===== config.mk =====
export PLATFORM = sky130hd
export DESIGN_NAME = hidden_layer_ctrl
export DESIGN_NICKNAME = d
export VERILOG_FILES = /design/src/rtl/nn_ctrl_pkg.sv /design/src/rtl/hidden_layer_ctrl.sv
export SDC_FILE = /design/constraint.sdc
export NUM_CORES = 1
export LEC_CHECK = 0
export ABC_CLOCK_PERIOD_IN_PS = 1600
export BUFFER_PORTS_ARGS = -buffer_cell sky130_fd_sc_hd__buf_2
export CAP_MARGIN = 20
export CORE_UTILIZATION = 49
export DETAILED_ROUTE_END_ITERATION = 10
export GPL_TIMING_DRIVEN = 1
export PLACE_DENSITY = 0.76
export REMOVE_ABC_BUFFERS = 1
export SLEW_MARGIN = 0
export SYNTH_ARGS = -nofsm -noshare
export SYNTH_HDL_FRONTEND = slang
export SYNTH_SLANG_ARGS = --single-unit

===== constraint.sdc =====
create_clock -name clk -period 1.6 [get_ports clk]
set_input_delay 0.24 -clock clk [delete_from_list [all_inputs] [get_ports clk]]
set_output_delay 0.24 -clock clk [all_outputs]
set_load 0.02 [all_outputs]

===== src/rtl/nn_ctrl_pkg.sv =====
// Shared definitions for the network controllers.
//   hl_state_t    : hidden-layer sequencer states
//   HIDDEN_PASSES : passes needed to cover the 20 hidden neurons
//   MACS_PER_PASS : parallel MAC units (neurons evaluated per pass)
//   cnt_width()   : bits needed for a counter that must hold max_val
package nn_ctrl_pkg;

  typedef enum logic [2:0] {
    IDLE,
    CLR,
    ISSUE,
    DRAIN,
    LOAD,
    DONE
  } hl_state_t;

  localparam int HIDDEN_PASSES = 2;
  localparam int MACS_PER_PASS = 10;

  function automatic int cnt_width(input int max_val);
    return (max_val < 2) ? 1 : $clog2(max_val + 1);
  endfunction

endpackage


===== src/rtl/hidden_layer_ctrl.sv =====
// Hidden-layer sequencer: runs the 10 MAC units over all inputs twice,
// loading hidden regs 1-10 after pass 0 and 11-20 after pass 1.
// Ports:
//   clk, rst  : clock, synchronous active-high reset
//   start     : begin one evaluation (honoured only in IDLE)
//   in_valid  : input/weight data for the current address is present
//   busy      : high in every state except IDLE
//   in_addr   : input memory address (idx)
//   wgt_addr  : weight row address (pass*N_INPUTS + idx)
//   acc_clr   : clear all accumulators
//   mac_en    : accumulate current product (in_valid while issuing)
//   ld1, ld2  : load hidden regs 1-10 / 11-20
//   done      : one-cycle completion pulse
module hidden_layer_ctrl
  import nn_ctrl_pkg::*;
#(
  parameter int N_INPUTS = 62,
  parameter int MAC_LAT  = 2,
  parameter int IDX_W    = 6,
  parameter int WADDR_W  = 7
) (
  input  logic               clk,
  input  logic               rst,
  input  logic               start,
  input  logic               in_valid,
  output logic               busy,
  output logic [IDX_W-1:0]   in_addr,
  output logic [WADDR_W-1:0] wgt_addr,
  output logic               acc_clr,
  output logic               mac_en,
  output logic               ld1,
  output logic               ld2,
  output logic               done
);

  localparam int                 DRAIN_W    = cnt_width(MAC_LAT);
  localparam int                 DRAIN_LAST = (MAC_LAT > 0) ? MAC_LAT - 1 : 0;
  localparam logic [IDX_W-1:0]   IDX_LAST   = IDX_W'(N_INPUTS - 1);
  localparam logic [WADDR_W-1:0] PASS_OFS   = WADDR_W'(N_INPUTS);

  hl_state_t          state, state_nxt;
  logic               pass;
  logic [IDX_W-1:0]   idx;
  logic [DRAIN_W-1:0] drain_cnt;

  logic idx_last;
  logic last_pass;

  assign idx_last  = (idx == IDX_LAST);
  assign last_pass = (pass == 1'(HIDDEN_PASSES - 1));

  // NOTE: every state register uses non-blocking assignment so all flops
  // update together from the values present before the edge.
  always_ff @(posedge clk) begin
    if (rst) begin
      state     <= IDLE;
      pass      <= 1'b0;
      idx       <= '0;
      drain_cnt <= '0;
    end else begin
      state <= state_nxt;
      case (state)
        IDLE: if (start) pass <= 1'b0;
        CLR:  idx <= '0;
        ISSUE: begin
          if (in_valid) begin
            if (idx_last) drain_cnt <= '0;
            else          idx       <= idx + 1'b1;
          end
        end
        DRAIN: drain_cnt <= drain_cnt + 1'b1;
        LOAD:  if (!last_pass) pass <= 1'b1;
        DONE: begin
          pass <= 1'b0;
          idx  <= '0;
        end
        default: ;
      endcase
    end
  end

  // NOTE: each output and the next state get a default before the case so
  // no path through this block leaves a value unassigned (no latches).
  always_comb begin
    state_nxt = state;
    busy      = (state != IDLE);
    acc_clr   = 1'b0;
    mac_en    = 1'b0;
    ld1       = 1'b0;
    ld2       = 1'b0;
    done      = 1'b0;
    case (state)
      IDLE: if (start) state_nxt = CLR;
      CLR: begin
        acc_clr   = 1'b1;
        state_nxt = ISSUE;
      end
      ISSUE: begin
        mac_en = in_valid;
        if (in_valid && idx_last)
          state_nxt = (MAC_LAT == 0) ? LOAD : DRAIN;
      end
      DRAIN: if (drain_cnt == DRAIN_W'(DRAIN_LAST)) state_nxt = LOAD;
      LOAD: begin
        ld1       = !last_pass;
        ld2       = last_pass;
        state_nxt = last_pass ? DONE : CLR;
      end
      DONE: begin
        done      = 1'b1;
        state_nxt = IDLE;
      end
      default: state_nxt = IDLE;
    endcase
  end

  // Addresses come straight from the counters; the pass offset is a constant.
  assign in_addr  = idx;
  assign wgt_addr = pass ? (PASS_OFS + WADDR_W'(idx)) : WADDR_W'(idx);

endmodule


# After elaboration in Yosys (flattened, before gate mapping)
# Cells that the tools add are included.
word_totals:
  register_bits: 12
  inputBits: 4
  out_inout_bits: 19
  word_cells: 51
op_classes:
  addsub: 3
  eq_ne: 13
  mux: 19
  n_reduce_logical: 12
op_table:
  columns: ["op", "n"]
  rows:
  - ["$pmux W3 S5", 1]
  - ["$mux W3", 4]
  - ["$mux W6", 2]
  - ["$ne A2 B2 Y1 const B", 6]
  - ["$pmux W6 S2", 1]
  - ["$reduce_and A3 Y1", 3]
  - ["$add A6 B6 Y7 const A", 1]
  - ["$mux W7", 1]
  - ["$add A6 B1 Y6 const B", 1]
  - ["$eq A3 B2 Y1 const B", 2]
  - ["$eq A3 B3 Y1 const B", 2]
  - ["$eq A6 B6 Y1 const B", 1]
  - ["$mux W1", 6]
  - ["$reduce_bool A3 Y1", 2]
  - ["$mux W2", 2]
  - ["$pmux W2 S2", 1]
  - ["$reduce_bool A2 Y1", 2]
  - ["$eq A3 B1 Y1 const B", 1]
  - ["$logic_not A3 Y1", 1]
  - ["$pmux W1 S3", 1]
  - ["$add A2 B1 Y2 const B", 1]
  - ["$eq A2 B1 Y1 const B", 1]
  - ["$reduce_and A2 Y1", 1]
  - ["$reduce_or A2 Y1", 1]
  - ["2 further kinds", 2]

# Depth between registers and ports, before layout
# Gate-level depths: netlist of run 1.
logic_depth:
  ltp_word: 4
  ltp_mapped: 6
  ltp_nobuf: 5

# Least setup slack after synthesis of run 1
# Ideal clock, no wire load.
synth_timing:
  path_type: "register to output"
  startpoint: "register idx[1], in the netlist in_addr[1]"
  endpoint: "output wgt_addr[2]"
  arrival_ns: 1.309
  t_required_ns: 1.360
  slack_ns: 0.051
  stages_incl_launch_ff: 4
  n_path_buf: 0
  path_cell_list: "dfxtp_1 -> inv_1 -> ha_1 -> a21oi_1"
synth_via:
  elab_chain_cells: 2
synth_lines:
  columns: ["element", "line_no", "source"]
  rows:
  - ["from (decl)", "hidden_layer_ctrl.sv:43", "logic [IDX_W-1:0] idx;"]
  - ["from (signal assigned)", "hidden_layer_ctrl.sv:68", "else idx <= idx + 1'b1;"]
  - ["$add A6 B6 Y7", "hidden_layer_ctrl.sv:119", "assign wgt_addr = pass ? (PASS_OFS + WADDR_W'(idx)) : WADDR_W'(idx);"]
  - ["$mux W7", "hidden_layer_ctrl.sv:119", null]
  - ["to (decl)", "hidden_layer_ctrl.sv:28", "output logic [WADDR_W-1:0] wgt_addr,"]
# Every way passes these cells.

# Final worst setup path of run 1
layout_timing:
  startpoint: "register idx[1], in the netlist in_addr[1]"
  endpoint: "output wgt_addr[5]"
# Same word-level chain as after synthesis.

==> results of run 1 <==
-- per-stage QoR --
stage	cells	setup WS [ps]	utilization [%]	setup TNS, ps
final	136	83.3	65.9	0
after floorplan	88	45.9	-	0
after CTS	134	4.72	63.4	0
after global placement	131	124	61.1	0
after global routing	136	-15.2	65.9	-29.8
after detailed placement	131	65.1	61.1	0
-- area by class of cell --
cell class | instances | area [µm²]
Sequential cell | 12 | 248
Timing Repair Buffer | 29 | 168
Inverter | 6 | 22.5
Multi-Input combinational cell | 70 | 500
Fill cell | 138 | 508
Clock buffer | 3 | 22.5
Tap cell | 16 | 20.0
-- cell families after synthesis --
logic type / Yosys count / synth area share (%)
adder cells (fa/ha/maj): 5 / 8.03
flip-flops: 12 / 30.8
AO/OA/AOI/OAI: 21 / 20.1
buffers and inverters: 11 / 7.70
multiplexers: 1 / 1.44
XOR/XNOR: 8 / 8.99
AND/OR/NAND/NOR: 35 / 23.0
-- cells in the mapped netlist --
library cell	number	area share, %
a2111oi_4	1	3.5
a211oi_1	4	3.9
a21boi_0	1	0.96
a21o_1	1	0.96
a21oi_1	7	4.5
a21oi_2	1	1.1
a31o_1	1	1.1
a31oi_1	1	0.80
and3_1	2	1.6
and4_1	1	1.1
buf_4	1	0.96
buf_6	2	2.9
clkbuf_1	2	0.96
dfxtp_1	12	31
ha_1	5	8.0
inv_1	6	2.9
mux2_2	1	1.4
nand2_1	6	2.9
nand2b_1	3	2.4
nand3_1	4	2.6
nand4bb_2	1	2.1
nor2_1	13	6.3
nor3_1	2	1.3
nor4_1	1	0.80
nor4b_1	1	1.1
o21ai_0	2	1.3
o21ai_1	1	0.64
o21ba_1	1	1.3
or3_1	1	0.80
xnor2_1	6	6.7
xor2_1	2	2.2
-- routing by layer --
metal  share of wire [%]  GRT usage [%]  routed length [µm]  vias up
li1                    -              -                   -      382
met1                  44           22.9                 698      345
met2                  52           35.0                 838       21
met3                 3.7           3.04                  60        2
met4                0.31           9.68                   5        0
met5                   0              0                   0        -
-- path summary, 6_finish.rpt --
| kind | startpoint | endpoint | slack (ps) | cells past startpoint |
|---|---|---|---|---|
| worst max-delay path | in_addr[1]$_SDFFE_PP0P_ | wgt_addr[5] | 80 | 5 |
| worst min-delay path | rst | drain_cnt[1]$_SDFFE_PP0P_ | 230 | 2 |
| worst max register to register | in_addr[2]$_SDFFE_PP0P_ | in_addr[5]$_SDFFE_PP0P_ | 140 | 6 |
| worst min register to register | drain_cnt[1]$_SDFFE_PP0P_ | drain_cnt[1]$_SDFFE_PP0P_ | 500 | 2 |
-- sequential cells by signal, summed over array words and instances (netlist names) --
signal and count:
state 3, in_addr 6, drain_cnt 2, last_pass 1
-- layout by cell type (no fill, tap or decap), types with 2 or more instances in the layout --
cell,n
buf_2,19
nor2_1,13
dfxtp_1,10
buf_4,9
nand2_1,6
xnor2_1,6
a21oi_1,6
inv_1,4
nand3_1,4
a211oi_1,4
ha_1,4
nand2b_1,3
clkbuf_4,3
and3_1,2
inv_2,2
xor2_1,2
a21oi_2,2
nor3_1,2
o21ai_0,2
dfxtp_4,2
-- worst max-delay path, stage by stage, from the launching register on --
cell	delay, ps
dfxtp_4	370
inv_2	70
ha_2	190
nand3_1	90
xnor2_1	140
buf_4	160
-- timing repair --
| item | CTS | global route |
|---|---|---|
| gates resized for setup | 4 | 10 |
| setup buffers | 0 | 2 |
| setup endpoints to repair | 4 | 4 |
| pin swaps | 0 | 1 |
-- power breakdown --
part	switching, µW	internal [µW]
combinational	59.2	35.2
clock	88.3	86.9
sequential	12.0	304
total	160	426
==> results.json, run 1 <==
{
  "stdcell_area_um2": 981,
  "setup_viol": 0,
  "design.die.area_um2": 1750,
  "wl_per_cell_um": 11.8,
  "root_buffer": "clkbuf_4",
  "timing.slew.headroom_pct": 81.2,
  "hold_buffers": 0,
  "peakVddDrop_mv": 0.546,
  "cts.path.max_buffers": 2,
  "grt_pass1_wl_um": 2660,
  "drt_pass1_iterations": 4,
  "synthCells": 93,
  "yosysWarnings": 0,
  "clk_pin_slew_ps": 70,
  "period_needed_ps": 1520,
  "tightest_slew_ps": 280,
  "start_util_pct": 52.4,
  "worstPathRequired_ps": 1360,
  "nets": 131,
  "cts_tree": "done",
  "grt_usage_pct": 19.8,
  "max_freq_ghz": 0.659,
  "place.gp.congestion": 0.763,
  "rows": 14,
  "status": "finished clean",
  "hold_ws_ps": 225,
  "synth_seq_cells": 12,
  "drc": 0,
  "vias": 750,
  "power_uw": 585,
  "syn_area_um2": 779,
  "num_io_pins": 23,
  "place_area_um2": 910,
  "clock_latency_ps": 260,
  "ys_types": 31,
  "die_w_um": 41.9,
  "grt_pass1_vias": 667,
  "dpl.hpwl_um": 1240,
  "start_kind": "register",
  "vias_per_cell": 5.51,
  "core-area_um2": 1490,
  "cts_sinks": 12,
  "layout-drive-gt1-share_pct": 35.8,
  "worst-path-max-fanout": 6,
  "maxCapViolations": 0,
  "gr-total-overflow": 0,
  "cp.arrival_ps": 1280,
  "area_growth_pct": 25.8,
  "finalMaxSlewViolations": 0,
  "postRouteAntennaNets": 0,
  "antenna_cells": 0,
  "fin_skew_ps": 2.88,
  "htree_num_levels": 1,
  "hp-class": "in2reg",
  "hold_viol": 0,
  "leakagePower_uw": 0.000447,
  "crit_type": "reg2out",
  "grt_max_degree": 10,
  "fin_crit_sh_pct": 94.8,
  "wirelength_um": 1600,
  "dieHeight_um": 41.9,
  "avgSynthCellArea_um2": 8.38,
  "port_buffers": 22,
  "antenna_found_initial": 0,
  "p_per_area_nw_per_um2": 597,
  "drtIter0Drc": 9,
  "cp-end-kind": "primary output",
  "cts_inserted_buffers": 3,
  "ys_seq_area_share_pct": 30.8
}
Note: power is estimated with default switching activity, not from simulation.
==> run 2: changes to the inputs <==
--- a/config.mk
+++ b/config.mk
@@ -13,6 +13,7 @@
 export GPL_TIMING_DRIVEN = 1
 export PLACE_DENSITY = 0.76
 export REMOVE_ABC_BUFFERS = 1
+export SETUP_SLACK_MARGIN = 0.3
 export SLEW_MARGIN = 0
 export SYNTH_ARGS = -nofsm -noshare
 export SYNTH_HDL_FRONTEND = slang
==> run 2 against run 1 <==
  * Non-clock buffer count up 9
  * Die area is the same
  * Total power is 10% higher
  * Critical path depth decreased by 1
  * Cell count rose by 6.6%
  * Clock skew up 1.3 ps
  * Clock power hardly changed
  * Sequential share of layout area fell by 5.0 points
  * Wire length rose by 38%
  * Clock-buffer cell count did not move
  * Sequential power is 2% higher
  * Maximum frequency up 0.26%
  * Critical path type unchanged
  * Highest routed layer unchanged
==> results.json, run 2 (synthesized netlist as in run 1, its figures left out) <==
{
  "place.gp.congestion": 0.763,
  "layout_common_cells": "buf_4, buf_2, buf_6, nor2_1, a21oi_1",
  "r2r_end": "in_addr[3]$_SDFFE_PP0P_",
  "antenna_found_initial": 0,
  "root_buffer": "clkbuf_4",
  "vias": 817,
  "fin_crit_sh_pct": 94.5,
  "layout_commonest_cell": "buf_4",
  "dieHeight_um": 41.9,
  "dpl.hpwl_um": 1240,
  "status": "finished clean",
  "critPathBufInv": 2,
  "r2r-start": "state[0]$_SDFFE_PP0P_",
  "fin_cells": 145,
  "postRouteAntennaNets": 0,
  "grt_pass1_wl_um": 3130,
  "peakVddDrop_mv": 0.533,
  "crit_type": "reg2out",
  "cp.arrival_ps": 1270,
  "rows": 14,
  "worstHoldStart": "rst",
  "vias_per_cell": 5.63,
  "maxCapViolations": 0,
  "clk_pin_slew_ps": 70,
  "critPathSlowestCell": "dfxtp_2",
  "reg2reg_depth": 5,
  "n_fill_cell": 83,
  "htree_num_levels": 1,
  "cpPeakStageDelay_ps": 330,
  "largest_register_ffs": 6,
  "design.die.area_um2": 1750,
  "die_w_um": 41.9,
  "internal-power_uw": 455,
  "timing.slew.headroom_pct": 78.5,
  "cts_tree": "done",
  "worst-path-max-fanout": 4,
  "switching_share_pct": 29.3,
  "port_buffers": 22,
  "crit_family": "flip-flops",
  "layout-drive-gt1-share_pct": 61.2,
  "nets": 140,
  "worstPathRequired_ps": 1360,
  "setup_tns_ps": 0,
  "p_per_area_nw_per_um2": 502,
  "start_kind": "register",
  "rrSetupSlack_ps": 200,
  "period_needed_ps": 1510,
  "met2RoutedLength_um": 1180,
  "drtIter0Drc": 14,
  "wirelength_um": 2210,
  "antenna_cells": 0,
  "area_growth_pct": 64.5,
  "start_util_pct": 52.4,
  "tightest_slew_ps": 319,
  "cp-end-kind": "primary output",
  "power_uw": 644,
  "leakagePower_uw": 0.000536,
  "power_switching_uw": 189,
  "cts_sinks": 12,
  "grt_setup_unrepaired": "true",
  "worstHoldPathCells": 2,
  "num_io_pins": 23,
  "routed.top_layer": "met4",
  "core-area_um2": 1490,
  "cts_inserted_buffers": 3,
  "fin_skew_ps": 4.16,
  "clockPowerShare_pct": 27.7,
  "wl_met3_um": 87,
  "setup_viol": 0,
  "p_seq_share_pct": 50.0,
  "drt_pass1_iterations": 4,
  "grt_pass1_vias": 721,
  "p_comb_share_pct": 22.3,
  "cts.path.max_buffers": 2,
  "min_to": "drain_cnt[1]$_SDFFE_PP0P_",
  "drc": 0,
  "dp.cells": 131,
  "hold_viol": 0,
  "wl_per_cell_um": 15.2,
  "gr-total-overflow": 0,
  "max_freq_ghz": 0.661,
  "clock_latency_ps": 270,
  "drt-met1-wl_um": 893,
  "finalMaxSlewViolations": 0,
  "hp-class": "in2reg",
  "grt_usage_pct": 23.6,
  "grt_max_degree": 10,
  "cp_cell_sequence": "buf_6 > nor4b_4 > xor2_1 > buf_4"
}
==> run 2: worst max-delay path by stage <==
stage,cells after the start,start,end,slack (ps)
after floorplan,4,in_addr[0]$_SDFFE_PP0P_,state[0]$_SDFFE_PP0P_,50
after detailed placement,5,in_addr[1]$_SDFFE_PP0P_,in_addr[2]$_SDFFE_PP0P_,70
final,4,in_addr[3]$_SDFFE_PP0P_,wgt_addr[4],90
after global routing,5,in_addr[2]$_SDFFE_PP0P_,wgt_addr[5],40
after CTS,5,in_addr[1]$_SDFFE_PP0P_,wgt_addr[5],110
after global placement,5,in_addr[1]$_SDFFE_PP0P_,in_addr[5]$_SDFFE_PP0P_,120
==> run 2: area by class of cell <==
cell class / count / area, µm² / area share (%)
inverters: 6 / 27.5 / 2.15
well taps: 16 / 20.0 / 1.56
clock buffers: 3 / 22.5 / 1.76
flip-flops and latches: 12 / 260 / 20.3
repair buffers: 38 / 295 / 23.0
multi-input cells: 70 / 657 / 51.2
==> run 2: per-stage QoR <==
stage,util [%],worst slack (ps),cell area (µm²),hold slack (ps)
after global routing,86.1,42.4,1280,219
after global placement,61.1,124,910,487
after CTS,77.6,111,1150,206
after floorplan,-,45.9,742,309
final,86.1,87.2,1280,222
after detailed placement,61.1,65.1,910,487
==> run 2: what timing repair did <==
| action | CTS | global route |
|---|---|---|
| pin swaps | 8 | 11 |
| hold buffers | 0 | 0 |
| setup buffers | 9 | 2 |
| resized for setup | 47 | 27 |
| setup endpoints to repair | 20 | 19 |
==> run 2: routing by layer <==
| metal | vias up | track usage (%) |
|---|---|---|
| met5 | - | 0 |
| met4 | 0 | 9.68 |
| met3 | 6 | 2.61 |
| met2 | 34 | 45.0 |
| met1 | 380 | 25.9 |
| li1 | 397 | - |
==> run 2: power groups by stage <==
stage | logic [µW] | clock network (µW) | registers, µW
after floorplan | 59.4 | 0 | 327
after global placement | 89.9 | 0 | 324
after detailed placement | 90.8 | 0 | 325
after CTS | 118 | 187 | 319
after global routing | 154 | 205 | 323
final | 143 | 178 | 322
==> run 3: changes to the inputs <==
--- a/config.mk
+++ b/config.mk
@@ -11,7 +11,7 @@
 export CORE_UTILIZATION = 49
 export DETAILED_ROUTE_END_ITERATION = 10
 export GPL_TIMING_DRIVEN = 1
-export PLACE_DENSITY = 0.76
+export PLACE_DENSITY = 0.86
 export REMOVE_ABC_BUFFERS = 1
 export SETUP_SLACK_MARGIN = 0.3
 export SLEW_MARGIN = 0
==> run 3 against run 2 <==
  * Cell count increased by 1.4%
  * Via count increased by 14%
  * Critical endpoint is now wgt_addr[5]
  * Largest power group unchanged
  * Combinational power increased by 6%
  * Clock skew increased by 2.9 ps
  * Sequential power about the same
  * Clock power increased by 2%
  * Sequential share of layout area decreased by 0.41 points
  * Register-to-register slack got worse by 150 ps
  * Total power increased by 1.7%
  * Die area unchanged
  * Non-clock buffer count increased by 2
==> results.json, run 3 (synthesized netlist as in run 1, its figures left out) <==
{
  "grt_pass1_wl_um": 3640,
  "fin_crit_sh_pct": 97.7,
  "largest_register_ffs": 6,
  "htree_num_levels": 1,
  "rrSetupSlack_ps": 50,
  "maxCapViolations": 0,
  "seq_area_um2": 260,
  "port_buffers": 22,
  "setup_tns_ps": 0,
  "cts_sinks": 12,
  "area_growth_pct": 67.9,
  "crit_path_end": "wgt_addr[5]",
  "layout_commonest_cell": "buf_4",
  "rows": 14,
  "layout_common_cells": "buf_4, buf_2, buf_6, nor2_1, a21oi_1",
  "vias": 933,
  "grt_setup_unrepaired": "true",
  "drt_pass1_iterations": 4,
  "crit_start": "in_addr[4]$_SDFFE_PP0P_",
  "dpl.hpwl_um": 1260,
  "r2r_end": "state[0]$_SDFFE_PP0P_",
  "cts_tree": "done",
  "cts.path.max_buffers": 2,
  "root_buffer": "clkbuf_4",
  "start_util_pct": 52.4,
  "drc": 0,
  "antenna_found_initial": 0,
  "p_per_area_nw_per_um2": 500,
  "fin_cells": 147,
  "multi_input_area_um2": 648,
  "antenna_cells": 0,
  "layout-drive-gt1-share_pct": 62.6,
  "hp-class": "in2reg",
  "worstPathRequired_ps": 1360,
  "grt_usage_pct": 26.8,
  "core-area_um2": 1490,
  "cp.arrival_ps": 1320,
  "r2r-start": "in_addr[2]$_SDFFE_PP0P_",
  "hold_buffers": 0,
  "timing.slew.headroom_pct": 80.6,
  "start_kind": "register",
  "num_io_pins": 23,
  "grt_pass1_vias": 794,
  "clock_latency_ps": 270,
  "finalMaxSlewViolations": 0,
  "wl_per_cell_um": 19.3,
  "vias_per_cell": 6.35,
  "hold_ws_ps": 224,
  "period_needed_ps": 1560,
  "nets": 142,
  "leakagePower_uw": 0.000549,
  "reg2reg_depth": 5,
  "dieHeight_um": 41.9,
  "peakVddDrop_mv": 0.495,
  "design.die.area_um2": 1750,
  "dp.cells": 131,
  "drtIter0Drc": 32,
  "cp-end-kind": "primary output",
  "grt_max_degree": 10,
  "n_fill_cell": 75,
  "crit_type": "reg2out",
  "setup_viol": 0,
  "gr-total-overflow": 0,
  "wirelength_um": 2830,
  "max_freq_ghz": 0.640,
  "status": "finished clean",
  "clk_pin_slew_ps": 80,
  "die_w_um": 41.9,
  "tightest_slew_ps": 289,
  "fin_skew_ps": 7.06,
  "cts_inserted_buffers": 3,
  "worst-path-max-fanout": 5,
  "hold_viol": 0,
  "postRouteAntennaNets": 0,
  "place.gp.congestion": 0.778
}
==> run 3: area by class of cell <==
cell class,count,share of cell area (%)
clock buffer,3,1.72
inverter,6,2.29
multi-input combinational,70,49.5
sequential,12,19.9
tap,16,1.53
timing repair buffer,40,25.0
==> run 3: worst max-delay path, cell delays in order, from the launching register on <==
cell and delay [ps]:
dfxtp_1 330, buf_4 170, nor2_4 110, nand3_2 100, xnor2_1 160, buf_2 190
==> run 3: what timing repair did <==
item	4_1_cts	5_1_grt
setup buffers	9	4
gates cloned	0	0
resized for setup	48	31
setup endpoints to repair	21	20
pin swaps	15	8
==> run 3: stage by stage <==
| stage | area (µm²) | total power, µW | util [%] | worst slack (ps) |
|---|---|---|---|---|
| floorplan | 742 | 386 | - | 45.9 |
| global placement | 910 | 413 | 61.1 | 126 |
| global route | 1310 | 678 | 87.9 | -37.4 |
| CTS | 1170 | 622 | 78.7 | 117 |
| finish | 1310 | 655 | 87.9 | 37.4 |
| detailed placement | 910 | 415 | 61.1 | 49.6 |
==> run 3: worst min-delay path by stage <==
stage	cells after the start	end	start	slack [ps]
2_1_floorplan	1	drain_cnt[0]$_SDFFE_PP0P_	rst	310
3_3_place_gp	2	drain_cnt[1]$_SDFFE_PP0P_	drain_cnt[1]$_SDFFE_PP0P_	480
3_5_place_dp	2	drain_cnt[1]$_SDFFE_PP0P_	drain_cnt[1]$_SDFFE_PP0P_	480
4_1_cts	2	last_pass$_SDFFE_PP0P_	rst	220
5_1_grt	2	last_pass$_SDFFE_PP0P_	rst	230
6_report	2	last_pass$_SDFFE_PP0P_	rst	220
==> run 3: report_power, final <==
part	switching [µW]	internal (µW)	total (µW)	leakage, µW
logic	84.4	66.1	151	0.000433
clock network	95.2	87.0	182	0.0000138
registers	18.2	304	322	0.000102
total	198	457	655	0.000549
==> run 3: layer usage <==
layer  share of wire [%]  track usage [%]
met5                   0                0
met3                 7.6             2.61
met2                  50             51.2
met1                  36             29.2
met4                 6.5             11.6
